[config.mk]
export PLATFORM = sky130hd
export DESIGN_NAME = bk8_multiword_sequencer
export DESIGN_NICKNAME = d
export VERILOG_FILES = /design/src/rtl/bk8_multiword_sequencer.sv
export SDC_FILE = /design/constraint.sdc
export NUM_CORES = 1
export LEC_CHECK = 0
export CORE_ASPECT_RATIO = 0.6
export CORE_MARGIN = 3
export CORE_UTILIZATION = 28
export DETAILED_ROUTE_END_ITERATION = 6
export PLACE_DENSITY = 0.47
export SKIP_LAST_GASP = 1
export SLEW_MARGIN = 20
export SYNTH_ARGS = -nofsm -noshare
export SYNTH_HDL_FRONTEND = slang
export SYNTH_SLANG_ARGS = --single-unit
[constraint.sdc]
create_clock -name clk -period 3.6 [get_ports clk]
set_input_delay 0.72 -clock clk [delete_from_list [all_inputs] [get_ports clk]]
set_output_delay 0.72 -clock clk [all_outputs]
set_load 0.02 [all_outputs]
[src/rtl/bk8_multiword_sequencer.sv]
`default_nettype none
// ---------------------------------------------------------------------------
// bk8_multiword_sequencer
// Multi-precision add/subtract: one 8-bit Brent-Kung adder reused per byte, LSB first.
// Rev 1.0
// ---------------------------------------------------------------------------
module bk8_multiword_sequencer #(
  parameter int WORDS = 4
) (
  input  logic                 clk,
  input  logic                 rst,
  input  logic                 in_valid,
  output logic                 in_ready,
  input  logic [8*WORDS-1:0]   in_a,
  input  logic [8*WORDS-1:0]   in_b,
  input  logic                 in_sub,
  input  logic                 in_cin,
  output logic                 out_valid,
  input  logic                 out_ready,
  output logic [8*WORDS-1:0]   out_sum,
  output logic                 out_cout,
  output logic                 out_ovf,
  output logic                 busy
);

  localparam int W    = 8 * WORDS;
  localparam int IDXW = (WORDS > 1) ? $clog2(WORDS) : 1;

  typedef enum logic [1:0] {
    S_IDLE = 2'd0,
    S_RUN  = 2'd1,
    S_DONE = 2'd2
  } state_t;

  state_t                  state_q, state_d;
  logic [WORDS-1:0][7:0]   a_q, a_d;
  logic [WORDS-1:0][7:0]   b_q, b_d;
  logic                    sub_q, sub_d;
  logic [IDXW-1:0]         idx_q, idx_d;
  logic                    carry_q, carry_d;
  logic [WORDS-1:0][7:0]   acc_q, acc_d;
  logic [W-1:0]            sum_q, sum_d;
  logic                    cout_q, cout_d;
  logic                    ovf_q, ovf_d;

  logic [7:0] x1, x2, g, p, c, s;
  logic       cin, cout;
  logic       g0, g10, g32, p32, g54, p54, g76, p76, g74, p74;
  logic       gg2, gg3, gg4, gg5, gg6, gg7;

  // Brent-Kung prefix tree; group terms "ggN" span bit N down to the carry-in.
  always_comb begin
    x1  = a_q[idx_q];
    x2  = b_q[idx_q] ^ {8{sub_q}};
    cin = carry_q;
    g   = x1 & x2;
    p   = x1 ^ x2;
    g0  = g[0] | (p[0] & cin);
    g10 = g[1] | (p[1] & g0);
    g32 = g[3] | (p[3] & g[2]);
    p32 = p[3] & p[2];
    g54 = g[5] | (p[5] & g[4]);
    p54 = p[5] & p[4];
    g76 = g[7] | (p[7] & g[6]);
    p76 = p[7] & p[6];
    gg3 = g32 | (p32 & g10);
    g74 = g76 | (p76 & g54);
    p74 = p76 & p54;
    gg7 = g74 | (p74 & gg3);
    gg5 = g54 | (p54 & gg3);
    gg2 = g[2] | (p[2] & g10);
    gg4 = g[4] | (p[4] & gg3);
    gg6 = g[6] | (p[6] & gg5);
    c    = {gg6, gg5, gg4, gg3, gg2, g10, g0, cin};
    s    = p ^ c;
    cout = gg7;
  end

  always_comb begin
    state_d = state_q;
    a_d     = a_q;
    b_d     = b_q;
    sub_d   = sub_q;
    idx_d   = idx_q;
    carry_d = carry_q;
    acc_d   = acc_q;
    sum_d   = sum_q;
    cout_d  = cout_q;
    ovf_d   = ovf_q;
    case (state_q)
      S_IDLE: begin
        if (in_valid) begin
          a_d     = in_a;
          b_d     = in_b;
          sub_d   = in_sub;
          idx_d   = '0;
          carry_d = in_sub ? ~in_cin : in_cin;
          state_d = S_RUN;
        end
      end
      S_RUN: begin
        acc_d[idx_q] = s;
        carry_d      = cout;
        if (idx_q == IDXW'(WORDS - 1)) begin
          sum_d   = acc_d;
          cout_d  = cout;
          // carry out of the MSB vs carry into it
          ovf_d   = cout ^ (x1[7] ^ x2[7] ^ s[7]);
          state_d = S_DONE;
        end else begin
          idx_d = idx_q + IDXW'(1);
        end
      end
      S_DONE: begin
        if (out_ready) state_d = S_IDLE;
      end
      default: state_d = S_IDLE;
    endcase
  end

  always_ff @(posedge clk) begin
    if (rst) begin
      state_q <= S_IDLE;
      a_q     <= '0;
      b_q     <= '0;
      sub_q   <= 1'b0;
      idx_q   <= '0;
      carry_q <= 1'b0;
      acc_q   <= '0;
      sum_q   <= '0;
      cout_q  <= 1'b0;
      ovf_q   <= 1'b0;
    end else begin
      state_q <= state_d;
      a_q     <= a_d;
      b_q     <= b_d;
      sub_q   <= sub_d;
      idx_q   <= idx_d;
      carry_q <= carry_d;
      acc_q   <= acc_d;
      sum_q   <= sum_d;
      cout_q  <= cout_d;
      ovf_q   <= ovf_d;
    end
  end

  assign in_ready  = (state_q == S_IDLE);
  assign out_valid = (state_q == S_DONE);
  assign busy      = (state_q == S_RUN);
  assign out_sum   = sum_q;
  assign out_cout  = cout_q;
  assign out_ovf   = ovf_q;

endmodule
`default_nettype wire

==> metrics.md <==
| Metric | Value |
|---|---|
| FF-to-FF setup slack | 0.27 ns |
| WL/cell | 15.86 µm |
| FF-to-FF End | out_sum[6]$_SDFFE_PP0P_ |
| Most frequent CP cell | fa_1 |
| Post-DP HPWL | 11480 µm |
| Gr ovfl total | 0 |
| Netlist cell types | 34 |
| First-pass GRT wire length | 25740 µm |
| Core area | 0.01864 mm² |
| Die Y | 114.5 µm |
| Net Switching | 0.0009716 W |
| Final Wtd Congestion | 0.7625 |
| Worst r2r src | idx_q[0]$_SDFFE_PP0P_ |
| P_leak | 2.667 nW |
| Gr usage total | 15.35% |
| Pwr/cell area | 520.9 mW/mm² |
| TritonCTS clock tree | done |
| Top_reg_cell synth | dfxtp_1 |
| CP max stage cell | mux4_2 |
| Worst Path Arrival | 3.65 ns |
| H-tree depth | 4 |
| Wl on met1 | 8549 µm |
| Area delta synth->final | 34.91% |
| Crit share post-route | 92.41% |
| Crit path from | idx_q[0]$_SDFFE_PP0P_ |
| Initial antenna violation count | 0 |
| Most frequent cells in the layout | 195 x nand2_1, 127 x dfxtp_1, 105 x clkdlybuf4s50_1 |
| Syn Area/Cell | 8.679 µm² |
| Final wirelength | 15780 µm |
| Setup TNS | 0 ns |
| Overall Power | 0.003861 W |
| Cts bufs inserted | 17 |
| Largest net degree at the start of global routing | 69 |
| Yosys warnings | 0 |
| Fin. Hold Viols | 0 |
| Dpl cells | 964 |
| Ports | 107 |
| Critical-path cell list | mux4_2, xor2_1, fa_1, fa_1, a211oi_1, o21ai_1, inv_1, fa_2, nand2_1, o211ai_1, a21oi_1 |
| Max Root-Sink Buffers | 2 |
| Post-synth EDFFs | 0 |
| Cells after Synth | 633 |
| R2R cell count | 11 |
| Crit Path Max Fanout | 7 |
| IO buf count | 106 |
| Worst path required time | 3.93 ns |
| Syn Std Cell Area | 0.005494 mm² |
| CTS Hold Buffers Added | 0 |
| Min-delay src | out_sum[10]$_SDFFE_PP0P_ |
| Slew @ Worst Pin | 0.7345 ns |
| Status | complete, no violations |
| Vias in the first global route | 4754 |
| Sw Share | 25.16% |
| Area of the die | 0.02139 mm² |
| Slew Limit Headroom | 51.04% |
| Worst-path clk slew | 0.06 ns |
| Fmax | 0.3006 GHz |
| Critical path class | flop to flop |
| Nets@finish | 808 |
| Iter 0 DRT Violations | 263 |
| Slew Viols, Final | 0 |
| Drt first pass iters | 5 |
| Initial Util | 29.48% |
| Max Clock Skew | 0.01151 ns |
| Commonest non-fill, non-tap cell in the layout | nand2_1 |
| Comb pwr share | 13.5% |
| Max VDD drop | 0.3226 mV |
| Hold Crit Endpoint | out_sum[10]$_SDFFE_PP0P_ |
| Finished Core Util | 39.77% |
| Post-CTS Resized | 0 |
| Clock power frac | 47.1% |
| Multi-input logic area | 0.002665 mm² |
| Clk root buf | clkbuf_16 |
| Delay-heaviest family, CP | adder cells |
| Reg power frac | 39.4% |
| Post-synthesis sequential area ratio | 46.64% |
| Min Tclk post-route | 3.327 ns |
| Synthesized flop and latch total | 128 |
| CP bufs+invs | 1 |
| Cell-internal power | 0.002890 W |
| Max-cap violations | 0 |
| N_diodes | 0 |
| Die W | 186.8 µm |
| Syn nets | 718 |
| Non-Filler Instances | 995 |
| RSZ-0062 raised after global routing | no |
| WL met2 | 6319 µm |
| Filler cells | 1909 |
| Final hold slack | 0.4488 ns |
| Max Used Layer | met4 |
| Post-CTS Setup Bufs | 0 |
| HP Class | flop to flop |
| Crit end category | flop |
| Hold Path Depth | 2 |
| Clock sinks | 128 |
| Clk Latency, worst-skew pair | 0.41 ns |
| CP Launch Type | flop |
| Storage element area | 0.002564 mm² |
| # setup viols final | 0 |
| Standard-cell rows | 38 |
| Routed Antenna Nets | 0 |
| Post-synth ARST share | 0% |
| Critical Path Max Stage Delay | 0.52 ns |
| Layout cells sized above 1 | 9.524% |
| DRC violations left | 0 |
| DR WL met3 | 845 µm |
| Vias/cell | 4.643 |
| Detailed-route via count | 4620 |
==> cells by family (layout without fill, tap and decap cells) <==
group           Yosys count  count (layout)  share of synthesized area, %
buf+inv                  60             162                         5.147
flops                   128             128                         46.64
mux                      31              31                         9.292
compound gates          151             151                         16.10
simple gates            236             236                         16.81
xor+xnor                 12              12                         1.913
fa+ha+maj                15              15                         4.099
==> synthesized netlist by cell type (5+ instances only) <==
library cell | number | area share [%]
buf_2 | 13 | 1.2
clkbuf_1 | 26 | 1.8
inv_1 | 10 | 0.68
mux4_2 | 16 | 6.6
xor2_1 | 8 | 1.3
fa_1 | 5 | 1.8
nor2_1 | 31 | 2.1
o211ai_1 | 10 | 1.4
dfxtp_1 | 128 | 47
nand2_1 | 195 | 13
a21oi_1 | 101 | 9.2
ha_1 | 10 | 2.3
a211oi_1 | 28 | 3.8
mux2i_1 | 15 | 2.7
==> final cells by class <==
cell class | count | share of cell area [%]
Inverter | 10 | 0.5064
Tap cell | 260 | 4.389
Clock buffer | 18 | 5.925
Clock inverter | 13 | 2.498
Timing Repair Buffer | 121 | 16.14
Multi-Input combinational cell | 445 | 35.96
Sequential cell | 128 | 34.59
==> sequential cells by signal, indices dropped and copies added, names as in the netlist <==
| register | count |
|---|---|
| a_q | 32 |
| b_q | 32 |
| out_sum | 32 |
| acc_q | 24 |
| idx_q | 2 |
| state_q | 2 |
| carry_q | 1 |
| out_cout | 1 |
| out_ovf | 1 |
| sub_q | 1 |
==> through the flow <==
stage                     setup WS (ns)  cell area (µm²)
after floorplan                  0.1691             5494
after global placement           0.1772             6777
after detailed placement         0.1013             6777
after CTS                       0.07238             7401
after global routing            0.05166             7412
final                            0.2734             7412
==> worst max-delay path by stage <==
stage / depth (start not counted) / endpoint / slack [ns]
floorplan: 12 / out_sum[15]$_SDFFE_PP0P_ / 0.17
CTS: 11 / out_sum[6]$_SDFFE_PP0P_ / 0.07
global route: 11 / out_sum[6]$_SDFFE_PP0P_ / 0.05
global placement: 11 / out_sum[14]$_SDFFE_PP0P_ / 0.18
finish: 11 / out_sum[6]$_SDFFE_PP0P_ / 0.27
detailed placement: 11 / out_sum[6]$_SDFFE_PP0P_ / 0.10
==> routing by layer <==
layer | vias up | track usage [%]
met1 | 2184 | 22.75
met2 | 108 | 21.79
met5 | - | 0
met3 | 9 | 4.680
li1 | 2319 | -
met4 | 0 | 3.322
==> worst register-to-register path: stages (launching register included) <==
cell      delay [ns]
dfxtp_2         0.41
mux4_2          0.52
xor2_1          0.16
fa_1            0.40
fa_1            0.43
a211oi_1        0.23
o21ai_1         0.14
inv_1           0.10
fa_2            0.50
nand2_1         0.09
o211ai_1        0.09
a21oi_1         0.19
==> power groups by stage <==
stage	Sequential [W]	Clock, W	Combinational [W]
2_1_floorplan	0.00153	0	0.000321
3_3_place_gp	0.00155	0	0.000509
3_5_place_dp	0.00155	0	0.000521
4_1_cts	0.00152	0.00186	0.000522
5_1_grt	0.00153	0.00193	0.000581
6_report	0.00152	0.00182	0.000523
Note: power is estimated with default switching activity, not from simulation.
